**config.mk**
```make
export PLATFORM = sky130hd
export DESIGN_NAME = retry_inorder_end
export DESIGN_NICKNAME = d
export VERILOG_FILES = /design/src/rtl/retry_inorder_end.sv
export SDC_FILE = /design/constraint.sdc
export NUM_CORES = 1
export LEC_CHECK = 0
export ABC_AREA = 1
export CAP_MARGIN = 10
export CELL_PAD_IN_SITES_DETAIL_PLACEMENT = 1
export CELL_PAD_IN_SITES_GLOBAL_PLACEMENT = 1
export CORE_MARGIN = 2
export CORE_UTILIZATION = 45
export DETAILED_ROUTE_END_ITERATION = 8
export HOLD_SLACK_MARGIN = 0.1
export PLACE_DENSITY_LB_ADDON = 0.08
export SYNTH_ARGS = -nofsm -noshare
export SYNTH_HDL_FRONTEND = slang
export SYNTH_SLANG_ARGS = --single-unit
```
**constraint.sdc**
```tcl
create_clock -name clk_i -period 3.1 [get_ports clk_i]
set_input_delay 0.465 -clock clk_i [delete_from_list [all_inputs] [get_ports clk_i]]
set_output_delay 0.465 -clock clk_i [all_outputs]
set_load 0.01 [all_outputs]
```
**src/rtl/retry_inorder_end.sv**
```systemverilog
// rtl/retry_inorder_end.sv - retry receiver with an ID-indexed reorder buffer that releases results in issue order.
// Optional macro RETRY_INORDER_BYPASS_EN forwards an in-order result straight to the output when its slot is empty.
module retry_inorder_end #(
  parameter type         DataType = logic,
  parameter int unsigned IDSize   = 4
) (
  input  logic              clk_i,
  input  logic              rst_ni,
  input  DataType           data_i,
  input  logic [IDSize-1:0] id_i,
  input  logic              needs_retry_i,
  input  logic              valid_i,
  output logic              ready_o,
  output DataType           data_o,
  output logic              valid_o,
  input  logic              ready_i,
  output logic [IDSize-1:0] retry_id_o,
  output logic              retry_valid_o,
  input  logic              retry_ready_i
);

  localparam int unsigned Depth = 2 ** IDSize;

  DataType           slot_data [Depth];
  logic [Depth-1:0]  slot_vld;
  logic [IDSize-1:0] head;

  logic bypass;
  logic pop;
  logic store;

  assign retry_valid_o = valid_i & needs_retry_i;
  assign retry_id_o    = id_i;

  // Occupancy is the registered value: a slot popped this cycle is only writable next cycle.
  assign ready_o = needs_retry_i ? retry_ready_i : ~slot_vld[id_i];

`ifdef RETRY_INORDER_BYPASS_EN
  assign bypass = ~slot_vld[head] & valid_i & ~needs_retry_i & (id_i == head);
`else
  assign bypass = 1'b0;
`endif

  assign valid_o = slot_vld[head] | bypass;
  assign data_o  = bypass ? data_i : slot_data[head];

  assign pop = valid_o & ready_i;
  // A forwarded result that is consumed at once never occupies its slot.
  assign store = valid_i & ready_o & ~needs_retry_i & ~(bypass & ready_i);

  always_ff @(posedge clk_i or negedge rst_ni) begin
    if (!rst_ni) begin
      head     <= '0;
      slot_vld <= '0;
      for (int i = 0; i < Depth; i++) begin
        slot_data[i] <= '0;
      end
    end else begin
      if (pop) begin
        slot_vld[head] <= 1'b0;
        head           <= head + IDSize'(1);
      end
      // Store and pop never hit the same slot: one needs it free, the other full.
      if (store) begin
        slot_vld[id_i]  <= 1'b1;
        slot_data[id_i] <= data_i;
      end
    end
  end

endmodule

```
==> impl_results.md <==
* Fin crit period at 2.85 ns
* Max Clock Skew at between 0.008 and 0.009 ns
* Syn Area/Cell at slightly below 7 µm²
* Reg2reg path depth at 9
* Syn-to-layout area delta at 10.7%
* Worst R2R Setup Slack at a little under 0.8 ns
* Seq cells post-synth at 36
* Pleak at about 1.4 nW
* Vias at 2444
* Final period utilization at 92.0%
* Worst Setup Start Kind: input port
* DIE HEIGHT at ~80 µm
* Fin Setup TNS at 0 ns
* CP Data Required Time at 2.63 ns
* CTS-repair resized insts at 0
* Vias in the first global route at 2548
* Hpwl dp at around 5700 µm
* Mapped Cells at 366
* Slew HR at 41.9%
* Largest net degree at the start of global routing at 37
* Synth unique cells at 26
* Outcome: complete, no violations
* Post-synth top area share at 36.0%
* CTS buffer count at 5
* Most frequent cells in the layout: nand2_1 (136), nand4_1 (38), dfrtp_1 (36), nor2_1 (34), inv_1 (30)
* Final #Nets at 393
* H-tree lvl count at 2
* Layout cells sized above 1 at 8.18%
* Skew-Pair Late Insertion Delay at 0.29 ns
* RePlAce Congestion at 0.882
* PD cells at 837 nW/µm²
* Maxcap violations at 0
* Crit path from: id_i[0]
* WL per Instance at 17.4 µm
* Area of the multi-input gates at 1310 µm²
* Crit Reg-Reg Endpoint: head[1]$_DFFE_PN0N_
* Initial Util at a little under half
* GRT Util Overall at 27.8%
* Die area at 6170 µm²
* Buffers on Ports at 18
* Synthesized area at around 2500 µm²
* Slowest stage cell, crit path: clkdlybuf4s50_1
* Sequential area share after synthesis at between 30% and 40%
* WP data arrival at 2.39 ns
* Critical Path Most Common Cell: nand2_1
* Comb power frac at between 50% and 60%
* Fin. Hold Viols at 0
* Worst slew pin tran at 0.871 ns
* Final setup fails at 0
* Cell breakdown of the critical path: clkdlybuf4s50_1 -> buf_4 -> inv_2 -> nand2_1 -> nand2_1 -> nand2_1 -> nand2_1 -> nand2_2 -> nand3_1 -> o21ai_0 -> clkdlybuf4s50_1
* Sink Count at 36
* CP Max Fanout at 15
* Crit end category: output port
* Antenna violations before repair at 0
* Final ANT Viol Nets at 0
* Highest cell delay on the worst timing path at between 0.5 and 0.6 ns
* Vias per Instance at between 5 and 6
* Fill count at 747
* Drt drc at 0
* Register area at 901 µm²
* Root Driver: clkbuf_8
* Global route total overflow at 0
* Final core occ at about 51%
* Psw at 1.07 mW
* I/O pins at 19
* Die Width at 78.6 µm
* Clock power frac at around 16%
* Largest area contributor in the netlist: dfrtp_1
* Core Region at 5440 µm²
* Crit path to: ready_o
* Max-slew violation count at 0
* Sequential Power Share at 33.0%
* TritonCTS clock tree: built
* Kind of critical path: input port to output port
* Setup Buffers After CTS at 0
* Overall routed net length at 7830 µm
* Int Pwr at 1.24 mW
* Rows at 27
* Synth Warn # at 0
* Hold-fix buffers, CTS at 0
* Fmax at between 300 and 400 MHz
* Clock-pin slew on the worst setup and hold paths at 0.08 ns
* Syn_nets at 381
* Antenna cell count at 0
* Peak supply drop at 0.000541 V
* Hold crit path type: input port to asynchronous set/reset pin
* RSZ-0062 raised after global routing: false
* R2R Path Start: head[1]$_DFFE_PN0N_
* Top cells by area, synth: dfrtp_1 (36%), nand2_1 (20%), nand4_1 (9.5%), nor2_1 (5.1%), inv_1 (4.5%)
* First-pass GRT wire length at 13000 µm
* Drt pass-1 iters at 4
* Longest Clk Path Bufs at 2
* Initial DRC Count at 110
* Switching share of power at between 40 and 50%
* Most common cell after layout, fill and taps aside: nand2_1
kinds of logic after synthesis:
logic type | Yosys count | synth area share [%]
DFF | 36 | 36.0
and+or+nand+nor | 235 | 41.2
buffers and inverters | 57 | 11.6
xor gates and xnor gates | 3 | 1.05
AOI/OAI and AO/OA | 31 | 8.10
adders and majority gates | 4 | 2.00
critical path: cells and delay by family:
family	cells	cell delay, ns
buf+inv	4	1.31
compound gates	1	0.17
simple gates	6	0.44
power by group through the flow:
| stage | combinational [mW] | clock, mW | sequential [mW] |
|---|---|---|---|
| 2_1_floorplan | 0.874 | 0 | 0.702 |
| 3_3_place_gp | 1.15 | 0 | 0.765 |
| 3_5_place_dp | 1.19 | 0 | 0.771 |
| 4_1_cts | 1.20 | 0.372 | 0.762 |
| 5_1_grt | 1.34 | 0.386 | 0.786 |
| 6_report | 1.19 | 0.360 | 0.766 |
cell type report:
class / count / area share (%)
Inverter: 35 / 4.74
Sequential cell: 36 / 32.5
Tap cell: 72 / 3.25
Multi-Input combinational cell: 273 / 47.3
Timing Repair Buffer: 27 / 8.76
Clock inverter: 1 / 0.271
Clock buffer: 7 / 3.12
registers in the layout, indices dropped and copies added, names as in the netlist:
name,cells
slot_vld,16
slot_data,16
head,4
cell usage after synthesis, drive strengths merged:
master  count
nor2       37
nand3b      3
xnor2       1
o21ai      14
dfrtp      36
buf        18
nand2     140
ha          4
o22ai       4
o21bai     11
nand4      38
inv        35
nand3      16
a21oi       2
clkbuf      4
xor2        2
nor3        1
metrics by stage:
stage	cell area, µm²	hold WS [ns]	power, mW	setup WS, ns	cells
after CTS	2770	0.304	2.33	0.239	451
after detailed placement	2680	0.453	1.96	0.253	443
final	2770	0.277	2.32	0.247	451
after global placement	2680	0.454	1.91	0.315	443
after floorplan	2500	0.169	1.58	1.28	366
after global routing	2770	0.355	2.52	0.0628	451
how the worst min path moves through the flow:
stage / startpoint / end / slack, ns / depth (start not counted)
global placement: slot_data[5]$_DFFE_PN0P_ / slot_data[5]$_DFFE_PN0P_ / 0.45 / 2
finish: rst_ni / head[0]$_DFFE_PN0N_ / 0.28 / 1
detailed placement: slot_data[6]$_DFFE_PN0P_ / slot_data[6]$_DFFE_PN0P_ / 0.45 / 2
global route: rst_ni / head[3]$_DFFE_PN0N_ / 0.36 / 1
floorplan: rst_ni / head[0]$_DFFE_PN0N_ / 0.17 / 0
CTS: rst_ni / head[0]$_DFFE_PN0N_ / 0.30 / 1
routing by layer:
layer	up-vias	wire [µm]	part of all wire (%)	global-route usage, %
met4	0	133	1.7	9.12
li1	1210	-	-	-
met3	8	193	2.5	4.60
met2	44	3880	50	46.0
met1	1182	3630	46	37.0
met5	-	0	0	0
No activity file was read; power rests on OpenSTA's default activity.
